**src/rtl/addsub_byte_seq_if.sv**
```systemverilog
// Request/response bundle for the byte-serial add/subtract controller.
// The master issues operations; the slave (the controller) reports status and results.
interface addsub_byte_seq_if #(
    parameter int unsigned NBYTES = 4
);
    logic                  start;
    logic                  op_sub;
    logic [8*NBYTES-1:0]   data_a;
    logic [8*NBYTES-1:0]   data_b;
    logic                  busy;
    logic                  done;
    logic [8*NBYTES-1:0]   result;
    logic                  carry_out;
    logic                  overflow;

    modport master (
        output start, op_sub, data_a, data_b,
        input  busy, done, result, carry_out, overflow
    );

    modport slave (
        input  start, op_sub, data_a, data_b,
        output busy, done, result, carry_out, overflow
    );
endinterface

```
**src/rtl/addsub_byte_seq.sv**
```systemverilog
// Byte-serial 32-bit add/subtract controller driving an external 8-bit carry-lookahead slice,
// one byte per cycle LSB first; the inter-byte carry is rebuilt from group propagate/generate.
module addsub_byte_seq #(
    parameter int unsigned NBYTES = 4
) (
    input  logic               clock,
    input  logic               reset,
    addsub_byte_seq_if.slave   bus,
    output logic [7:0]         sl_in1,
    output logic [7:0]         sl_in2,
    output logic               sl_cin,
    input  logic [7:0]         sl_sum,
    input  logic               sl_pout,
    input  logic               sl_gout,
    input  logic               sl_ovf
);

    localparam int unsigned W    = 8 * NBYTES;
    localparam int unsigned IdxW = (NBYTES > 1) ? $clog2(NBYTES) : 1;
    localparam logic [IdxW-1:0] LastIdx = IdxW'(NBYTES - 1);

    typedef enum logic [1:0] {
        StIdle,
        StRun,
        StDone
    } state_e;

    state_e            state_q, state_d;
    logic [IdxW-1:0]   idx_q, idx_d;
    logic              carry_q, carry_d;
    logic [W-1:0]      a_q, a_d;
    logic [W-1:0]      b_q, b_d;
    logic [W-1:0]      acc_q, acc_d;
    logic [W-1:0]      result_q, result_d;
    logic              cout_q, cout_d;
    logic              ovf_q, ovf_d;
    logic              busy, done;
    logic              byte_carry;

    // OR-based group propagate is safe here: any generating bit also propagates.
    assign byte_carry = sl_gout | (sl_pout & carry_q);

    always_comb begin
        state_d  = state_q;
        idx_d    = idx_q;
        carry_d  = carry_q;
        a_d      = a_q;
        b_d      = b_q;
        acc_d    = acc_q;
        result_d = result_q;
        cout_d   = cout_q;
        ovf_d    = ovf_q;
        busy     = 1'b0;
        done     = 1'b0;
        sl_in1   = 8'h00;
        sl_in2   = 8'h00;
        sl_cin   = 1'b0;

        case (state_q)
            StIdle: begin
                if (bus.start) begin
                    a_d     = bus.data_a;
                    b_d     = bus.op_sub ? ~bus.data_b : bus.data_b;
                    carry_d = bus.op_sub;
                    idx_d   = '0;
                    state_d = StRun;
                end
            end
            StRun: begin
                busy                = 1'b1;
                sl_in1              = a_q[8*idx_q +: 8];
                sl_in2              = b_q[8*idx_q +: 8];
                sl_cin              = carry_q;
                acc_d[8*idx_q +: 8] = sl_sum;
                carry_d             = byte_carry;
                idx_d               = idx_q + IdxW'(1);
                if (idx_q == LastIdx) begin
                    // Publish with the final byte merged so no partial result is ever visible.
                    result_d = acc_d;
                    cout_d   = byte_carry;
                    ovf_d    = sl_ovf;
                    state_d  = StDone;
                end
            end
            StDone: begin
                busy    = 1'b1;
                done    = 1'b1;
                state_d = StIdle;
            end
            default: begin
                state_d = StIdle;
            end
        endcase
    end

    always_ff @(posedge clock) begin
        if (reset) begin
            state_q  <= StIdle;
            idx_q    <= '0;
            carry_q  <= 1'b0;
            a_q      <= '0;
            b_q      <= '0;
            acc_q    <= '0;
            result_q <= '0;
            cout_q   <= 1'b0;
            ovf_q    <= 1'b0;
        end else begin
            state_q  <= state_d;
            idx_q    <= idx_d;
            carry_q  <= carry_d;
            a_q      <= a_d;
            b_q      <= b_d;
            acc_q    <= acc_d;
            result_q <= result_d;
            cout_q   <= cout_d;
            ovf_q    <= ovf_d;
        end
    end

    assign bus.busy      = busy;
    assign bus.done      = done;
    assign bus.result    = result_q;
    assign bus.carry_out = cout_q;
    assign bus.overflow  = ovf_q;

endmodule
```
**src/flat_wrapper.sv**
```systemverilog
// flat-port wrapper written by rule: the top's interface ports become plain ports
module addsub_byte_seq_flat 
#(
    parameter int unsigned NBYTES = 4
)
  (clock, reset, sl_in1, sl_in2, sl_cin, sl_sum, sl_pout, sl_gout, sl_ovf, bus_start, bus_op_sub, bus_data_a, bus_data_b, bus_busy, bus_done, bus_result, bus_carry_out, bus_overflow);
  addsub_byte_seq_if #(.NBYTES(NBYTES)) bus_i ();
  input  logic clock;
  input  logic reset;
  output logic [7:0] sl_in1;
  output logic [7:0] sl_in2;
  output logic sl_cin;
  input  logic [7:0] sl_sum;
  input  logic sl_pout;
  input  logic sl_gout;
  input  logic sl_ovf;
  input wire logic [$bits(bus_i.start)-1:0] bus_start;
  input wire logic [$bits(bus_i.op_sub)-1:0] bus_op_sub;
  input wire logic [$bits(bus_i.data_a)-1:0] bus_data_a;
  input wire logic [$bits(bus_i.data_b)-1:0] bus_data_b;
  output wire logic [$bits(bus_i.busy)-1:0] bus_busy;
  output wire logic [$bits(bus_i.done)-1:0] bus_done;
  output wire logic [$bits(bus_i.result)-1:0] bus_result;
  output wire logic [$bits(bus_i.carry_out)-1:0] bus_carry_out;
  output wire logic [$bits(bus_i.overflow)-1:0] bus_overflow;
  assign bus_i.start = bus_start;
  assign bus_i.op_sub = bus_op_sub;
  assign bus_i.data_a = bus_data_a;
  assign bus_i.data_b = bus_data_b;
  assign bus_busy = bus_i.busy;
  assign bus_done = bus_i.done;
  assign bus_result = bus_i.result;
  assign bus_carry_out = bus_i.carry_out;
  assign bus_overflow = bus_i.overflow;
  addsub_byte_seq #(.NBYTES(NBYTES)) u_core (.clock(clock), .reset(reset), .bus(bus_i), .sl_in1(sl_in1), .sl_in2(sl_in2), .sl_cin(sl_cin), .sl_sum(sl_sum), .sl_pout(sl_pout), .sl_gout(sl_gout), .sl_ovf(sl_ovf));
endmodule
```
**config.mk**
```make
export PLATFORM = sky130hd
export DESIGN_NAME = addsub_byte_seq_flat
export DESIGN_NICKNAME = d
export VERILOG_FILES = /design/src/rtl/addsub_byte_seq_if.sv /design/src/rtl/addsub_byte_seq.sv /design/src/flat_wrapper.sv
export SDC_FILE = /design/constraint.sdc
export NUM_CORES = 1
export LEC_CHECK = 0
export CAP_MARGIN = 20
export CORE_AREA = 4 4 89 153
export DETAILED_ROUTE_END_ITERATION = 10
export DIE_AREA = 0 0 93 157
export DONT_BUFFER_PORTS = 1
export PLACE_DENSITY_LB_ADDON = 0.08
export RECOVER_POWER = 50
export REMOVE_ABC_BUFFERS = 1
export SLEW_MARGIN = 0
export SYNTH_ARGS = -nofsm -noshare
export SYNTH_HDL_FRONTEND = slang
export SYNTH_SLANG_ARGS = --single-unit
```
**constraint.sdc**
```tcl
create_clock -name clock -period 2.6 [get_ports clock]
set_input_delay 0.52 -clock clock [delete_from_list [all_inputs] [get_ports clock]]
set_output_delay 0.52 -clock clock [all_outputs]
set_load 0.05 [all_outputs]
```
==> results.ini, run 1 <==
[setup_path]
regToRegSetupSlack_ns = 0.33
crit_chain = buf_4 -> mux4_1 -> and2_1 -> buf_12
r2r_start = u_core.state_q[1]
worst_r2r_path_depth = 6
critPathArrivalTime_ns = 1.90
worstPathMaxFanout = 11
critPathSlowestCell = mux4_1
cpPeakStageDelay_ns = 0.54
cp-start-kind = register
crit_required_ns = 2.08
r2r_end = u_core.b_q[15]
path_class = reg2out
endpoint_kind = output port

[clock_network]
clkLatencyLatePin_ns = 0.41
cts_tree = done
root_buffer = clkbuf_16
max-clock-path-buffers = 2
numCtsBuffers = 17
h-tree-depth = 4
clkSinkCount = 135
clk_pin_slew_ns = 0.06

[global_route]
grt-ovfl-total = 0
grt_pass1_wl_um = 23900
grt_pass1_vias = 4805
grt_max_degree = 136
grt_antenna_before_repair = 0
grt_usage_pct = 20.6

[logic_synthesis]
yosys_warnings = 0
syn_avg_cell_area_um2 = 9.17
synth_common_cells = dfxtp_1 (135), nor2_1 (92), nand2_1 (80), a21oi_1 (45)
yosysMostFrequentCell = dfxtp_1
synth_area_um2 = 6200
ys_types = 39
seq_area_frac_synth_pct = 43.6
synth.area.top_cells = dfxtp_1 (44%), nor2_1 (5.6%), nand2_1 (4.8%)
synthFlopType = dfxtp_1
synthArstFlopShare_pct = 0
synth_top_area_share_pct = 43.6
synth_seq_cells = 135
yosysTopAreaCell = dfxtp_1
syn_inst = 676
synth_edf_count = 0

[die]
start_util_pct = 49.8
die_h_um = 157
fp-row-count = 54
ios = 132
fp.dieArea_um2 = 14600
die_w_um = 93
coreArea_um2 = 12400

[timing]
finalCritPeriodShare_pct = 93.1
setup_slack_ns = 0.178
finalSetupTns_ns = 0
worst_pin_slew_ns = 0.993
relSlewSlack_pct = 33.8
rsz0062_at_grt = no
setup_viol = 0
hold_violations = 0
fin_crit_ns = 2.42
finClkSkew_ns = 0.0108
fmax_ghz = 0.413
slew_violations = 0

[placed_design]
port_buffers = 0
gp_congestion = 0.803
hpwl_um = 9940
dp_slack_ns = 0.404

[min_path]
hold_path_class = in2reg
min_from = reset
hold_end = u_core.bus.overflow
whs_path_depth = 1

[detailed_routing]
dr_total_vias = 4645
vias_per_cell = 5.56
drtIter0Drc = 146
ant_nets = 0
detail_route.wirelength_um = 14500
drc = 0
wl_per_cell_um = 17.4
firstDrtPassIters = 4

[job]
maxCapViolCount = 0

[power_and_ir_drop]
p_per_area_nw_per_um2 = 765
vdd_drop_max_mv = 0.509
totalPowerFinal_mw = 5.43
p_leak_nw = 2.46

[finish]
area_growth_pct = 14.6
fill_cells = 1170
n_antenna_cell = 0
drive_gt1_share_pct = 13.2
nets = 744

[outcome]
outcome = finished clean

-- layout by cell type, fill, tap and decap left out, types with 17 or more instances in the layout --
| master | count |
|---|---|
| dfxtp_1 | 134 |
| nand2b_1 | 17 |
| a32oi_1 | 25 |
| a21oi_1 | 45 |
| clkbuf_16 | 17 |
| nor2_1 | 92 |
| buf_12 | 18 |
| a311oi_1 | 20 |
| a211oi_1 | 34 |
| and2_1 | 18 |
| xnor2_1 | 32 |
| nand2_1 | 80 |
-- worst max-delay path by stage --
stage	startpoint	end	slack (ns)	cells after the start
final	u_core.idx_q[0]	sl_in1[0]	0.18	4
after CTS	u_core.idx_q[0]	sl_in1[0]	0.05	4
after floorplan	u_core.idx_q[0]	u_core.bus.result[14]	-0.30	4
after global placement	u_core.idx_q[0]	u_core.bus.result[19]	0.44	5
after global routing	u_core.state_q[0]	u_core.b_q[23]	0.08	6
after detailed placement	u_core.idx_q[0]	u_core.bus.result[11]	0.40	5
-- critical path, delay by kind of cell, from the launching register on --
kind,cells,cell delay (ns)
buf+inv,2,0.33
flops,1,0.43
mux,1,0.54
simple gates,1,0.20
-- cells by family after synthesis --
group	after synthesis	share of synthesized area (%)
flip-flops	135	43.6
AO/OA/AOI/OAI	139	16.6
AND/OR/NAND/NOR	266	20.3
adder cells (fa/ha/maj)	10	2.02
XOR/XNOR	32	4.52
buffers and inverters	77	6.70
multiplexers	17	6.28
-- area by class of cell --
cell class / count / area, um^2 / area share [%]
sequential: 135 / 2710 / 38.1
tap: 168 / 210 / 2.96
clock buffer: 22 / 484 / 6.82
clock inverter: 10 / 141 / 1.99
timing repair buffer: 31 / 453 / 6.38
multi-input combinational: 464 / 3080 / 43.4
inverter: 6 / 22.5 / 0.317
-- stage by stage --
step                hold WS, ns  util, %  std cells  cell area, um^2
global route              0.158     57.1        836             7100
CTS                       0.166     57.3        836             7130
finish                    0.180     57.1        836             7100
detailed placement        0.435     52.3        804             6500
global placement          0.431     52.3        804             6500
floorplan                 0.421        -        605             5800
-- layer usage --
layer	routed length, um	track usage (%)	part of all wire [%]	up-vias
li1	-	-	-	2338
met1	5750	23.8	40	2149
met2	7600	36.2	52	135
met3	840	4.93	5.8	23
met4	349	8.81	2.4	0
met5	0	0	0	-
-- registers in the layout, summed over array words and instances, names as in the netlist --
| register | cells |
|---|---|
| u_core.bus.overflow | 1 |
| u_core.acc_q | 32 |
| u_core.a_q | 32 |
| u_core.state_q | 2 |
| u_core.bus.result | 32 |
| u_core.idx_q | 2 |
| u_core.carry_q | 1 |
| u_core.b_q | 32 |
| u_core.bus.carry_out | 1 |
-- where the power goes --
group	switching (mW)	total, mW	internal, mW	leakage [nW]
logic	0.393	0.688	0.295	1.05
clock network	0.880	2.49	1.61	0.303
registers	0.0624	2.25	2.19	1.10
-- timing repair --
item                                    CTS  global route
gates resized for setup                   0             1
buffers inserted                          0             0
endpoints found under the setup margin    0             1
hold endpoints to repair                  0             0
hold buffers                              0             0
No activity file was read; power rests on OpenSTA's default activity.
==> inputs of run 2 (changes only) <==
Clock period 2.6 ns to 2.73 ns, I/O delays scaled along.
==> run 2 against run 1 <==
  * Clock power grew 8%
  * Flip-flop and latch count unchanged
  * Final cell count decreased by 0.24%
  * Core utilization is 0.64 points higher
  * Via count rose by 1.6%
  * Register-to-register slack improved by 0.03 ns
  * Sequential power decreased by 5%
  * Non-clock buffer count shrank 2
  * Critical path type unchanged
  * Largest power group unchanged
==> results.ini, run 2 (synthesized netlist as in run 1, its figures left out) <==
[timing]
finalSetupTns_ns = 0  ; unchanged
setup_viol = 0  ; unchanged
fin_crit_ns = 2.58
relSlewSlack_pct = 23.6  ; -10 points
worst_pin_slew_ns = 1.14  ; +0.152 ns
rsz0062_at_grt = no
finClkSkew_ns = 0.00906  ; -0.00175 ns
slew_violations = 0  ; unchanged
hold_violations = 0  ; unchanged
fmax_ghz = 0.387
hold-worst-slack_ns = 0.204  ; +0.0241 ns
finalCritPeriodShare_pct = 94.6

[finish]
fill_cells = 1148  ; -1.9%
area_growth_pct = 15.8
n_antenna_cell = 0  ; unchanged
layout_commonest_cell = dfxtp_1
drive_gt1_share_pct = 12.6  ; -0.56 points
nets = 742  ; -0.27%
layout_common_cells = dfxtp_1 (134), nor2_1 (92), nand2_1 (80), a21oi_1 (45), a211oi_1 (34)
final-instance-count-excl-fill = 834  ; -0.24%
final_area_um2 = 7180  ; +1.1%

[die]
ios = 132  ; unchanged
coreArea_um2 = 12400  ; unchanged
start_util_pct = 49.8  ; unchanged
die_h_um = 157  ; unchanged
fp-row-count = 54  ; unchanged
die_w_um = 93  ; unchanged
fp.dieArea_um2 = 14600  ; unchanged

[setup_path]
endpoint = sl_in2[7]
worst_r2r_path_depth = 6  ; unchanged
regToRegSetupSlack_ns = 0.36  ; +0.03 ns
cp-start-kind = register
critPathArrivalTime_ns = 2.04  ; +0.14 ns
worstPathMaxFanout = 14  ; +3
r2r_end = u_core.b_q[6]
r2r_start = u_core.state_q[0]
crit_required_ns = 2.18  ; +0.10 ns
endpoint_kind = output port
path_class = reg2out
critPathLaunch = u_core.idx_q[0]

[job]
maxCapViolCount = 0  ; unchanged

[outcome]
outcome = finished clean

[detailed_routing]
firstDrtPassIters = 4  ; unchanged
wl_per_cell_um = 17.3  ; -0.37%
drc = 0  ; unchanged
vias_per_cell = 5.66  ; +1.9%
dr_total_vias = 4720  ; +1.6%
ant_nets = 0  ; unchanged
detail_route.wirelength_um = 14500  ; -0.61%
drtIter0Drc = 189  ; +29%

[placed_design]
placed_cell_area_um2 = 6490  ; -0.23%
gp_congestion = 0.809  ; +0.78%
hpwl_um = 9820  ; -1.2%
port_buffers = 0  ; unchanged
dp_cells = 802  ; -0.25%

[clock_network]
clkSinkCount = 135  ; unchanged
clk_pin_slew_ns = 0.06  ; about the same
cts_tree = done
hold_buffers = 0  ; unchanged
post-cts-setup-buffers = 0  ; unchanged
root_buffer = clkbuf_16
clkLatencyLatePin_ns = 0.41  ; about the same
cts_resized = 0  ; unchanged
h-tree-depth = 4  ; unchanged
numCtsBuffers = 17  ; unchanged
max-clock-path-buffers = 2  ; unchanged

[global_route]
grt-ovfl-total = 0  ; unchanged
grt_antenna_before_repair = 0  ; unchanged
grt_usage_pct = 20.1  ; -0.51 points
grt_pass1_vias = 4740  ; -1.4%
grt_max_degree = 136  ; unchanged
grt_pass1_wl_um = 23300  ; -2.3%

[power_and_ir_drop]
totalPowerFinal_mw = 5.48  ; +0.87%
p_per_area_nw_per_um2 = 763  ; -0.26%
vdd_drop_max_mv = 0.462  ; -9.2%
p_leak_nw = 2.48  ; +1.0%

[min_path]
hold_path_class = in2reg

==> run 2: changes by cell type in the layout (fill, tap and decap cells not counted), sizes merged <==
cell,change
clkbuf,-4
clkinv,-2
clkinvlp,-1
buf,+1
bufinv,+4
==> run 2: how the worst min path moves through the flow <==
stage	start	to	slack, ns	cells after the start
2_1_floorplan	u_core.acc_q[24]	u_core.acc_q[24]	0.42	2
3_3_place_gp	u_core.acc_q[28]	u_core.acc_q[28]	0.43	2
3_5_place_dp	u_core.acc_q[26]	u_core.acc_q[26]	0.43	2
4_1_cts	reset	u_core.bus.overflow	0.19	1
5_1_grt	reset	u_core.bus.overflow	0.19	1
6_report	reset	u_core.bus.overflow	0.20	1
==> run 2: layout make-up <==
cell class	instances	area (um^2)	area share, %
multi-input combinational	464	3080	42.9
tap	168	210	2.93
timing repair buffer	29	468	6.52
sequential	135	2700	37.7
clock buffer	21	450	6.27
inverter	6	22.5	0.314
clock inverter	11	244	3.40
==> run 2: worst max-delay path, cell delays in order (launching register included) <==
cell and delay [ns]:
dfxtp_2 0.52, buf_12 0.22, mux4_1 0.54, and2_1 0.19, buf_12 0.15
==> run 2: metrics by stage <==
step	worst slack [ns]	utilization (%)
6_report	0.147	57.7
5_1_grt	0.0633	57.7
3_3_place_gp	0.512	52.2
4_1_cts	0.110	57.8
3_5_place_dp	0.426	52.2
2_1_floorplan	-0.171	-
==> run 2: metal layers <==
layer  up-vias  track usage, %  wire (um)
met5         -               0          0
met4         0            9.50        383
met3        24            5.74        952
met2       142            35.3       7510
met1      2212            22.2       5610
li1       2342               -          -
==> run 2: report_power, final <==
part           internal (mW)  switching (mW)  leakage (nW)
logic                  0.286           0.369          1.05
registers               2.08          0.0622          1.10
clock network           1.84           0.841         0.332
total                   4.21            1.27          2.48
==> variant 1, RTL diff (flow settings as in run 1) <==
`NBYTES` is set to 4 in 3 places; all go to 2.
--- a/src/rtl/addsub_byte_seq_if.sv
+++ b/src/rtl/addsub_byte_seq_if.sv
@@ -3,3 +3,3 @@
 interface addsub_byte_seq_if #(
-    parameter int unsigned NBYTES = 4
+    parameter int unsigned NBYTES = 2
 );
--- a/src/rtl/addsub_byte_seq.sv
+++ b/src/rtl/addsub_byte_seq.sv
@@ -3,3 +3,3 @@
 module addsub_byte_seq #(
-    parameter int unsigned NBYTES = 4
+    parameter int unsigned NBYTES = 2
 ) (
--- a/src/flat_wrapper.sv
+++ b/src/flat_wrapper.sv
@@ -3,3 +3,3 @@
 #(
-    parameter int unsigned NBYTES = 4
+    parameter int unsigned NBYTES = 2
 )
Ports: changed (resized bus_data_a, bus_data_b and bus_result); port bits go from 132 to 84. The function was not compared with the original's and may differ.
==> variant 1 against run 1 <==
Sequential cell count down 73; power shrank 47%; combinational power fell by 13%; first-iteration DRC count decreased by 67%; area after synthesis shrank 54%; routed wire length is 50% lower; worst setup slack improved by 250 ps; design area fell by 53%; die area unchanged; maximum frequency grew 11%; clock skew fell by 4.1 ps; critical path depth up 1; largest power group unchanged.
==> variant 1: results (changes against run 1) <==
| Metric | Value |
|---|---|
| First-pass GRT wire length | `11300 um (-53%)` |
| Worst Hold Endpoint | `u_core.bus.result[0]$_SDFFE_PP0P_` |
| Sequential Area | `1240 um^2 (-54%)` |
| Layout net count | `374 (-50%)` |
| Met1 Use GR | `0.108 (-0.130)` |
| Vias per cell | `4.18 (-25%)` |
| H-tree Lvls | `3 (-1)` |
| WL met1 | `2800 um (-51%)` |
| Status | `finished, final reports clean` |
| 1st-iter DRT viols | `48 (-67%)` |
| Total track usage | `0.103 (-0.103)` |
| Netlist cell types | `24 (-38%)` |
| Layout cells sized above 1 | `0.187 (+0.0554)` |
| Worst-Margin Slew | `1030 ps (+38.9 ps)` |
| P_sw | `0.000839 W (-37%)` |
| DR WL met3 | `539 um (-36%)` |
| Buffers, non-clock | `22 (-29%)` |
| Num CTS Buffers | `9 (-8)` |
| DR WL/cell | `14.7 um (-16%)` |
| Largest net degree at the start of global routing | `63 (-54%)` |
| NonClk Buf Share | `0.0472 (-0.0166)` |
| Synth Area in Adders | `0.0218 (+0.00161)` |
| Met2 Use GR | `0.177 (-0.185)` |
| Mux cell area share after synthesis | `0.0872 (+0.0244)` |
| Leakage | `1.13 nW (-54%)` |
variant 1: changes by cell type after synthesis, moves of 20 or more:
cell             run 1  this run
mux2i_1              1        25
a211oi_1            34         0
nor2_1              92        28
buf_2               34         6
a32oi_1             25         0
a311oi_1            20         0
dfxtp_1            135        62
variant 1: worst max-delay path, stage by stage, from the launching register on:
cell	delay, ps
dfxtp_1	320
inv_1	110
ha_1	290
buf_4	250
nor2b_1	160
buf_4	210
variant 1: power by group through the flow:
stage / combinational (W) / sequential, W / clock [W]
floorplan: 0.000467 / 0.00114 / 0
global placement: 0.000624 / 0.00114 / 0
global route: 0.000666 / 0.00113 / 0.00123
CTS: 0.000627 / 0.00112 / 0.00120
finish: 0.000602 / 0.00112 / 0.00114
detailed placement: 0.000626 / 0.00114 / 0
variant 1: through the flow:
step	worst slack [ps]	cells	total power, W
6_report	426	494	0.00287
5_1_grt	230	494	0.00303
4_1_cts	368	494	0.00295
3_5_place_dp	727	479	0.00177
3_3_place_gp	766	479	0.00177
2_1_floorplan	337	289	0.00161
==> variant 2, RTL diff (settings of run 1) <==
Made on the original files. `result_q` no longer has a reset.
--- a/src/rtl/addsub_byte_seq.sv
+++ b/src/rtl/addsub_byte_seq.sv
@@ -103,3 +103,2 @@
             acc_q    <= '0;
-            result_q <= '0;
             cout_q   <= 1'b0;
@@ -113,3 +112,2 @@
             acc_q    <= acc_d;
-            result_q <= result_d;
             cout_q   <= cout_d;
@@ -117,2 +115,6 @@
         end
+    end
+
+    always_ff @(posedge clock) begin
+        result_q <= result_d;
     end
Behaviour: differs if reset is asserted again (counterexample within 10 cycles, from zero or initial values and one cycle with reset high); with reset held inactive, the same outputs for 10 cycles.
==> variant 2 against run 1 <==
Worst setup slack got worse by 45 ps; power fell by 2.7%; critical path depth unchanged; area after synthesis is 4.9% lower; utilization decreased by 4.0 points; highest routed layer unchanged; routed wire length fell by 12%; design area shrank 7.0%; sequential cell count is the same; cell count decreased by 12%; combinational power down 9.9%.
==> variant 2: results (changes against run 1) <==
| Metric | Value |
|---|---|
| Post-synthesis compound-gate area fraction | `0.175 (+0.00949)` |
| H-tree Lvls | `4 (unchanged)` |
| Clock Skews | `5.46 ps (-5.35 ps)` |
| Int Pwr | `0.00388 W (-5.3%)` |
| WL final | `12800 um (-12%)` |
| Multi-input gate count | `364 (-22%)` |
| Max VDD drop | `0.445 mV (-12%)` |
| Crit path largest cell delay | `500 ps (-40 ps)` |
| First-pass GRT wire length | `21000 um (-12%)` |
| Comb group | `0.000620 W (-9.9%)` |
| Clock network area share | `0.0879 (-0.000226)` |
| Largest net degree at the start of global routing | `98 (-28%)` |
| Place WS | `382 ps (-21.1 ps)` |
| Mapped Cells | `562 (-17%)` |
| Worst-Margin Slew | `927 ps (-66.5 ps)` |
| Worst Reg-to-Reg Cells | `5 (-1)` |
| Ranking of synthesized cells by area | `dfxtp_1 (35%), edfxtp_1 (16%), mux4_2 (6.1%)` |
| Buffers, non-clock | `25 (-19%)` |
| GPL Wtd Cong | `0.760 (-5.4%)` |
| Detailed-placement wirelength estimate | `8920 um (-10%)` |
| Layout net count | `641 (-14%)` |
| EDFF count, synth | `32 (+32)` |
| Synth Area in Adders | `0.0212 (+0.00105)` |
| Post-route cell area | `6610 um^2 (-7.0%)` |
| CP Max Fanout | `13 (+2)` |
| Status | `finished, final reports clean` |
| Leakage | `2.38 nW (-3.2%)` |
| CP arrival | `1950 ps (+50 ps)` |
| Via count | `4112 (-11%)` |
| NonClk Buf Share | `0.0303 (-0.0335)` |
| Post-synthesis sequential area ratio | `0.513 (+0.0771)` |
| Post-CTS Resized | `1 (+1)` |
| Placed Area | `6030 um^2 (-7.2%)` |
| Layout cells sized above 1 | `0.135 (+0.00278)` |
| FILL cells | `1144 (-2.2%)` |
| Commonest cells in the netlist | `dfxtp_1 (103), nand2_1 (69), nor2_1 (63)` |
| Vias in the first global route | `4198 (-13%)` |
==> variant 2: routing by layer <==
metal  share of wire  GRT usage
met1            0.38      0.195
met2            0.54      0.336
met3           0.054     0.0493
met4           0.027     0.0825
met5               0          0
==> variant 2: critical path, delay by kind of cell, from the launching register on <==
family / cells / cell delay, ps
flip-flops: 1 / 450
buffers and inverters: 2 / 400
AND/OR/NAND/NOR: 1 / 180
multiplexers: 1 / 500
==> variant 2: path summary, 6_finish.rpt <==
check	start	endpoint	slack [ps]
worst max-delay path	u_core.idx_q[0]$_SDFFE_PP0P_	sl_in1[2]	130
worst min-delay path	reset	u_core.b_q[9]$_SDFFE_PP0P_	170
worst max register to register	u_core.idx_q[0]$_SDFFE_PP0P_	u_core.bus.result[15]$_DFFE_PP_	480
worst min register to register	u_core.a_q[17]$_SDFFE_PP0P_	u_core.a_q[17]$_SDFFE_PP0P_	450
